===== config.mk =====
export PLATFORM = sky130hd
export DESIGN_NAME = debounce_multi
export DESIGN_NICKNAME = d
export VERILOG_FILES = /design/src/rtl/debounce_pkg.sv /design/src/rtl/debounce_chan.sv /design/src/rtl/debounce_multi.sv
export SDC_FILE = /design/constraint.sdc
export NUM_CORES = 1
export LEC_CHECK = 0
export ABC_AREA = 1
export CORE_UTILIZATION = 51
export CTS_CLUSTER_DIAMETER = 50
export DETAILED_ROUTE_END_ITERATION = 7
export PLACE_DENSITY = 0.8
export SYNTH_ARGS = -nofsm -noshare
export SYNTH_HDL_FRONTEND = slang
export SYNTH_SLANG_ARGS = --single-unit

===== constraint.sdc =====
create_clock -name clk -period 1.16 [get_ports clk]
set_input_delay 0.174 -clock clk [delete_from_list [all_inputs] [get_ports clk]]
set_output_delay 0.174 -clock clk [all_outputs]
set_load 0.05 [all_outputs]

===== src/rtl/debounce_pkg.sv =====
// Shared definitions for the multi-channel switch debouncer: default
// parameter values and the per-channel filter state used for debug visibility.
package debounce_pkg;

  localparam int DEB_CH_DEF     = 4;
  localparam int DEB_CNT_W_DEF  = 7;
  localparam int DEB_STABLE_DEF = 10;

  typedef enum logic {
    DEB_IDLE    = 1'b0,
    DEB_PENDING = 1'b1
  } deb_state_e;

endpackage


===== src/rtl/debounce_chan.sv =====
// One debounce channel: optional two-flop synchroniser, stability counter,
// registered level, edge pulses and sticky event flag (DEBOUNCE_SYNC_EN).
module debounce_chan
  import debounce_pkg::*;
#(
  parameter int CNT_W  = DEB_CNT_W_DEF,
  parameter int STABLE = DEB_STABLE_DEF
) (
  input  logic clk,
  input  logic rstn,
  input  logic i_in,
  input  logic i_evt_clr,
  output logic o_out,
  output logic o_rise,
  output logic o_fall,
  output logic o_evt
);

  localparam logic [CNT_W-1:0] LP_LAST = CNT_W'(STABLE - 1);

  logic             w_s;
  logic             w_mismatch;
  logic             w_accept;
  deb_state_e       w_state;
  logic [CNT_W-1:0] r_cnt;
  logic             r_out;
  logic             r_rise;
  logic             r_fall;
  logic             r_evt;

`ifdef DEBOUNCE_SYNC_EN
  logic [1:0] r_sync;

  always_ff @(posedge clk or negedge rstn) begin
    if (!rstn) begin
      r_sync <= '0;
    end else begin
      r_sync <= {r_sync[0], i_in};
    end
  end

  assign w_s = r_sync[1];
`else
  assign w_s = i_in;
`endif

  // A new level is accepted on the STABLE-th consecutive mismatching sample.
  assign w_mismatch = (w_s != r_out);
  assign w_accept   = w_mismatch && (r_cnt == LP_LAST);
  assign w_state    = (r_cnt == '0) ? DEB_IDLE : DEB_PENDING;

  always_ff @(posedge clk or negedge rstn) begin
    if (!rstn) begin
      r_cnt <= '0;
    end else begin
      unique case (w_state)
        DEB_IDLE: begin
          if (w_mismatch && !w_accept) begin
            r_cnt <= CNT_W'(1);
          end
        end
        DEB_PENDING: begin
          if (w_mismatch && !w_accept) begin
            r_cnt <= r_cnt + CNT_W'(1);
          end else begin
            r_cnt <= '0;
          end
        end
      endcase
    end
  end

  always_ff @(posedge clk or negedge rstn) begin
    if (!rstn) begin
      r_out  <= 1'b0;
      r_rise <= 1'b0;
      r_fall <= 1'b0;
    end else begin
      r_rise <= w_accept && w_s;
      r_fall <= w_accept && !w_s;
      if (w_accept) begin
        r_out <= w_s;
      end
    end
  end

  // A coinciding clear loses against a new event so no transition is missed.
  always_ff @(posedge clk or negedge rstn) begin
    if (!rstn) begin
      r_evt <= 1'b0;
    end else begin
      r_evt <= w_accept | (r_evt & ~i_evt_clr);
    end
  end

  assign o_out  = r_out;
  assign o_rise = r_rise;
  assign o_fall = r_fall;
  assign o_evt  = r_evt;

endmodule


===== src/rtl/debounce_multi.sv =====
// CH independent switch debouncers with rise/fall pulses and clearable event
// flags; DEBOUNCE_SYNC_EN adds a two-flop input synchroniser per channel.
module debounce_multi
  import debounce_pkg::*;
#(
  parameter int CH     = DEB_CH_DEF,
  parameter int CNT_W  = DEB_CNT_W_DEF,
  parameter int STABLE = DEB_STABLE_DEF
) (
  input  logic          clk,
  input  logic          rstn,
  input  logic [CH-1:0] in,
  output logic [CH-1:0] out,
  output logic [CH-1:0] rise,
  output logic [CH-1:0] fall,
  output logic [CH-1:0] evt,
  input  logic [CH-1:0] evt_clr
);

  if (CH < 1) begin : g_bad_ch
    $error("debounce_multi: CH must be at least 1");
  end

  if ((STABLE < 1) || (STABLE > (2 ** CNT_W) - 1)) begin : g_bad_stable
    $error("debounce_multi: STABLE must lie in 1 .. 2**CNT_W-1");
  end

  for (genvar gi = 0; gi < CH; gi++) begin : g_chan
    debounce_chan #(
      .CNT_W  (CNT_W),
      .STABLE (STABLE)
    ) u_chan (
      .clk       (clk),
      .rstn      (rstn),
      .i_in      (in[gi]),
      .i_evt_clr (evt_clr[gi]),
      .o_out     (out[gi]),
      .o_rise    (rise[gi]),
      .o_fall    (fall[gi]),
      .o_evt     (evt[gi])
    );
  end

endmodule


==> results of run 1 <==
## through the flow
stage               utilization, %  hold WS (ns)  power [mW]  setup WS [ns]
finish                       79.50        0.3689       5.712        -0.1032
global route                 79.50        0.4292       6.004        -0.1696
CTS                          72.00        0.3901       4.991       -0.06591
detailed placement           63.79        0.1669       3.325        -0.1150
global placement             63.79        0.1719       3.275       -0.08107
floorplan                        -       -0.1216       2.796       0.005951
## power by group through the flow
stage | Sequential (mW) | Combinational, mW | Clock [mW]
3_3_place_gp | 1.88 | 1.40 | 0
3_5_place_dp | 1.89 | 1.43 | 0
2_1_floorplan | 1.87 | 0.923 | 0
4_1_cts | 1.93 | 1.88 | 1.19
6_report | 1.97 | 2.54 | 1.19
5_1_grt | 2.00 | 2.76 | 1.24
## cells by family (layout without fill, tap and decap cells)
kind of cell    after synthesis  count (layout)
xor+xnor                     13              13
buf+inv                      69             119
simple gates                151             151
flops                        44              44
fa+ha+maj                    12              12
compound gates               15              15
## path summary, 6_finish.rpt
kind	slack [ns]	cells after the start	endpoint
worst max register to register	-0.10	8	g_chan[3].u_chan.r_cnt[1]$_DFFE_PN0P_
min in group clk	0.42	2	g_chan[2].u_chan.o_evt$_DFF_PN0_
worst min register to register	0.57	2	g_chan[3].u_chan.r_cnt[6]$_DFFE_PN0P_
worst min-delay path	0.37	3	g_chan[3].u_chan.r_cnt[1]$_DFFE_PN0P_
max in group asynchronous	0.56	3	g_chan[0].u_chan.r_cnt[0]$_DFFE_PN0P_
worst max-delay path	-0.10	8	g_chan[3].u_chan.r_cnt[1]$_DFFE_PN0P_
## layout by cell type (no fill, tap or decap), types with 2 or more instances in the layout
master            n
a21oi_1           2
a21oi_2           5
buf_12           17
buf_4            22
buf_6             9
clkbuf_8          5
clkdlybuf4s50_1   8
dfrtp_1          37
dfrtp_2           7
ha_2              2
ha_4             10
inv_1            31
inv_2            22
nand2_1          42
nand2_2          13
nand2_4           7
nand2_8           2
nand3_1           8
nand3_2          13
nand3_4           4
nand4_1           4
nor2_1           23
nor2_2           14
nor2_4           17
nor3_2            2
nor3_4            2
o21ai_1           4
o21ai_2           2
xnor2_1           2
xnor2_2           2
xor2_1            7
xor2_2            2
## area by class of cell
cell class	instances	area [um^2]	share of cell area, %
multi-input combinational	191	1578	41.74
sequential	44	1110	29.36
timing repair buffer	58	701.9	18.57
inverter	53	198.9	5.263
tap	67	83.83	2.218
clock buffer	6	72.57	1.920
clock inverter	2	35.03	0.9268
## sequential cells by signal, indices dropped and copies added, names as in the netlist
signal / cells
g_chan.u_chan.r_cnt: 28
g_chan.u_chan.o_fall: 4
g_chan.u_chan.o_rise: 4
g_chan.u_chan.o_evt: 4
g_chan.u_chan.o_out: 4
## timing repair
action | 4_1_cts | 5_1_grt
gates resized for setup | 51 | 78
endpoints found under the setup margin | 35 | 44
hold buffers | 1 | 0
setup buffers | 10 | 5
endpoints found under the hold margin | 44 | 0
pin swaps | 28 | 38
## routing by layer
metal | wire (um) | track usage, % | up-vias
met5 | 0 | 0 | -
met4 | 197 | 7.843 | 0
met3 | 266 | 4.583 | 21
met2 | 3302 | 41.12 | 74
met1 | 2352 | 25.86 | 1026
li1 | - | - | 1008
## tightest hold or removal path: stages
cell	delay, ns
dlygate4sd3_1	0.52
buf_2	0.12
buf_12	0.23
==> flow_summary_export.csv, run 1 <==
group,metric,value,unit
status,status,"complete, but fails checks",
status,violations,"negative setup slack",
logic_synthesis,yosys.area_share.adder,5.949,%
route,avgRoutedWirePerCell,14.53,um
logic_synthesis,synthSimpleGateAreaFrac,30.00,%
sta,fin_tns_setup,-1.993,ns
cts,root_buffer,"clkbuf_8",
route,drc,0,
sta,worst_slack,-0.1032,ns
floorplanning,die_w,72.35,um
floorplanning,rows,25,
sta,slew_headroom,82.49,%
critical_path,cp_slowest_cell,"dfrtp_1",
sta,setup_viol,35,
route,avgViaCountPerCell,5.057,
power,p_clk_share,20.9,%
floorplanning,die_h,72.35,um
sta,final.min_clock_period,1.263,ns
logic_synthesis,synth_edf_count,0,
cts,htreeDepth,2,
critical_path,regToRegStartpoint,"g_chan[3].u_chan.r_cnt[1]$_DFFE_PN0P_",
grt,grt_pass1_wl,9045,um
critical_path,cp.required,1.41,ns
critical_path,path_cells,"inv_2, ha_4, nand2_2, nor2_2, nand2_2, nand2_4, nand3_2, nand2_1",
grt,antenna_found_initial,0,
critical_path,worstSetupStartpointType,"register",
critical_path,critical-path-max-stage-delay,0.44,ns
critical_path,end_kind,"register",
logic_synthesis,synth_cells,304,
logic_synthesis,syn_area,2524,um^2
critical_path,path_buf_inv,1,
cts,clkTransAtPathRegs,0.09,ns
logic_synthesis,postSynth.asyncResetShare,100.0,%
critical_path,worstPathArrival,1.51,ns
sta,finalCritPeriodShare,108.9,%
logic_synthesis,synth_area_leaders,"dfrtp_1 (44%), nand2_1 (8.0%), inv_1 (6.1%)",
cts,cts.sinks,44,
sta,finalMaxSlewViolations,0,
logic_synthesis,yosys_warnings,0,
grt,grt_usage,22.43,%
cts,cts-buffers-inserted,5,
sta,rsz0062_at_grt,"true",
final_layout,nets,375,
logic_synthesis,synthXorXnorAreaFrac,4.512,%
floorplanning,core_area,4755,um^2
placed_design,placedCellCount,397,
floorplanning,start_util,53.08,%
logic_synthesis,synth-compound-area-share,3.272,%
placed_design,portBuffers,25,
floorplanning,ios,26,
critical_path,cp_common_cell,"nand2_2",
route,drt_wl_total,6119,um
final_layout,stdcell_area,3780,um^2
grt,grt_pass1_vias,2141,
power,combPwrFrac,44.6,%
logic_synthesis,muxShareOfSynthArea,0,%
sta,max_freq,791.6,MHz
route,vias,2129,
route,route.antenna.remaining_nets,0,
cts,clk_latency,0.30,ns
power,powerDensity,1511,nW/um^2
sta,tightestPinTransition,0.2626,ns
cts,tritoncts,"built",
logic_synthesis,synth-main-ff-cell,"dfrtp_1",
final_layout,areaGrowthSynthToFinish,49.78,%
floorplanning,dieArea,5234,um^2
placed_design,dp_hpwl,3379,um
sta,hold_violations,0,
logic_synthesis,synth_top_area_share,43.63,%
cts,clock_path_buffers,2,
final_layout,diodes,0,
critical_path,crit_fanout,6,
placed_design,dpl_cell_area,3033,um^2
placed_design,gp_routability_congestion,0.8089,
logic_synthesis,yosysTopAreaCell,"dfrtp_1",
power,ir_drop,1.067,mV
grt,grt_max_degree,45,
final_layout,drive_gt1_share,51.69,%
critical_path,critPathKind,"register to register",
final_layout,fill_cells,290,
power,power_leakage,1.660,nW
logic_synthesis,synth_seq_cells,44,
final_layout,final_cell_count_no_fill,421,
critical_path,cp_top_family,"simple AND/OR/NAND/NOR gates",
power,p_switching,2.119,mW
logic_synthesis,syn_avg_cell_area,8.302,um^2
power,pwr-share-seq,34.5,%
logic_synthesis,yosysMostFrequentCell,"nand2_1",
route,drtIter0Drc,133,
power,p_int,3.594,mW
route,firstDrtPassIters,4,
job,drv_cap,0,
logic_synthesis,yosysSeqAreaShare,43.63,%
logic_synthesis,synth_fp_nets,326,
grt,gr-total-overflow,0,
sta,fin_worst_skew,0.01208,ns
logic_synthesis,ys_types,23,
power,netSwitchingFraction,37.09,%
min_path,worst_hold_path_type,"input port to asynchronous set/reset pin",
logic_synthesis,synth_top_family_by_area,"simple AND/OR/NAND/NOR gates",
logic_synthesis,yosys-top-cells-count,"nand2_1 (54), dfrtp_1 (44), inv_1 (41)",
critical_path,startpoint,"g_chan[3].u_chan.r_cnt[1]$_DFFE_PN0P_",
(Power assumes the default switching activity.)
==> run 2: changes to the inputs <==
- CORE_UTILIZATION: 51 -> 32
- PLACE_DENSITY: 0.8 -> 0.56
==> flow_summary_export.csv, run 2 (same netlist as run 1, synthesis figures left out) <==
group,metric,value,unit
placed_design,dp_hpwl,3208,um
sta,max_freq,788.4,MHz
final_layout,mostFrequentLayoutCells,"nand2_1 (47), dfrtp_1 (38), inv_1 (33)",
sta,finalCritPeriodShare,109.3,%
placed_design,gp_routability_congestion,0.7441,
final_layout,areaGrowthSynthToFinish,46.55,%
floorplanning,dieArea,8246,um^2
sta,slew_headroom,83.98,%
cts,htreeDepth,2,
critical_path,worst_r2r_endpoint,"g_chan[0].u_chan.r_cnt[2]$_DFFE_PN0P_",
sta,hold_violations,0,
sta,finalMaxSlewViolations,0,
critical_path,cp.required,1.39,ns
cts,cts-buffers-inserted,5,
placed_design,portBuffers,25,
final_layout,utilization,48.11,%
power,power_leakage,1.657,nW
floorplanning,start_util,32.83,%
power,ir_drop,0.5731,mV
route,avgRoutedWirePerCell,10.98,um
grt,grt_pass1_wl,8659,um
floorplanning,die_h,90.81,um
final_layout,final_common_cell,"nand2_1",
critical_path,regToRegStartpoint,"g_chan[0].u_chan.r_cnt[0]$_DFFE_PN0P_",
final_layout,largest_reg_flops,28,
sta,final.min_clock_period,1.268,ns
min_path,worst_hold_path_type,"input port to asynchronous set/reset pin",
route,vias,1988,
critical_path,r2r_slack,-0.11,ns
status,violations,"negative setup slack",
final_layout,regMostFlops,"g_chan.u_chan.r_cnt",
sta,tightestPinTransition,0.2404,ns
route,firstDrtPassIters,4,
final_layout,diodes,0,
critical_path,r2r_cells,7,
critical_path,crit_fanout,7,
final_layout,drive_gt1_share,47.32,%
critical_path,startpoint,"g_chan[0].u_chan.r_cnt[0]$_DFFE_PN0P_",
route,drtIter0Drc,53,
route,drc,0,
sta,whs,0.3741,ns
grt,gr-total-overflow,0,
grt,grt_usage,12.96,%
cts,clk_latency,0.30,ns
cts,clock_path_buffers,2,
floorplanning,ios,26,
floorplanning,die_w,90.81,um
critical_path,worstSetupStartpointType,"register",
route,route.antenna.remaining_nets,0,
grt,grt_pass1_vias,1979,
status,status,"complete, but fails checks",
floorplanning,rows,32,
sta,rsz0062_at_grt,"true",
cts,root_buffer,"clkbuf_8",
critical_path,critPathKind,"register to register",
power,power,5.519,mW
floorplanning,core_area,7687,um^2
cts,clkTransAtPathRegs,0.09,ns
cts,cts.sinks,44,
critical_path,crit_path_end,"g_chan[0].u_chan.r_cnt[2]$_DFFE_PN0P_",
cts,tritoncts,"built",
sta,fin_worst_skew,0.005901,ns
route,drt_wl_total,5018,um
final_layout,nets,376,
route,avgViaCountPerCell,4.350,
sta,worst_slack,-0.1084,ns
grt,grt_max_degree,45,
critical_path,worstPathArrival,1.50,ns
grt,antenna_found_initial,0,
critical_path,end_kind,"register",
power,powerDensity,1492,nW/um^2
sta,setup_viol,33,
job,drv_cap,0,
==> run 2: cell types whose count changed in the layout (fill, tap and decap cells not counted), sizes merged <==
cell,previous run,this run
buf,49,50
==> run 2: worst min path at each step <==
stage          start                                     to  slack (ns)  cells past startpoint
2_1_floorplan   rstn       g_chan[0].u_chan.o_evt$_DFF_PN0_       -0.12                      0
3_3_place_gp    rstn     g_chan[0].u_chan.o_out$_DFFE_PN0P_        0.18                      2
3_5_place_dp    rstn     g_chan[0].u_chan.o_out$_DFFE_PN0P_        0.18                      2
4_1_cts         rstn  g_chan[0].u_chan.r_cnt[5]$_DFFE_PN0P_        0.38                      3
5_1_grt         rstn  g_chan[0].u_chan.r_cnt[5]$_DFFE_PN0P_        0.40                      3
6_report        rstn       g_chan[2].u_chan.o_evt$_DFF_PN0_        0.37                      3
==> run 2: routing by layer <==
layer | GRT usage, % | routed length (um)
met1 | 15.67 | 2183
met2 | 22.47 | 2569
met3 | 3.620 | 195
met4 | 3.571 | 70
met5 | 0 | 0
==> run 2: cell type report <==
class,count,area [um^2]
Fill cell,728,3989
Multi-Input combinational cell,191,1435
Sequential cell,44,1109
Timing Repair Buffer,59,706.9
Inverter,53,198.9
Tap cell,102,127.6
Clock buffer,6,82.58
Clock inverter,2,38.79
==> run 2: worst max-delay path: stages (launching register included) <==
cell,delay (ns)
dfrtp_2,0.46
buf_12,0.14
ha_4,0.16
nand2_4,0.06
nor2_4,0.04
nand2_4,0.10
nand2_8,0.09
nor3_4,0.15
==> run 2: power by group <==
part,switching (mW),total (mW),internal [mW]
registers,0.267,1.97,1.70
logic,1.11,2.30,1.19
clock network,0.550,1.25,0.705
==> run 2: per-stage QoR <==
stage	TNS, ns	setup WS, ns	instance area (um^2)	std cells
2_1_floorplan	0	0.005951	2524	304
3_3_place_gp	-1.295	-0.08672	3092	434
3_5_place_dp	-1.731	-0.1380	3092	434
4_1_cts	-0.7761	-0.06457	3452	450
5_1_grt	-4.521	-0.1955	3699	457
6_report	-1.878	-0.1084	3699	457
==> run 2: what timing repair did <==
action | 4_1_cts | 5_1_grt
buffers inserted | 8 | 7
setup endpoints to repair | 37 | 41
pin swaps | 32 | 27
resized for setup | 49 | 46
endpoints found under the hold margin | 44 | 0
hold buffers | 1 | 0
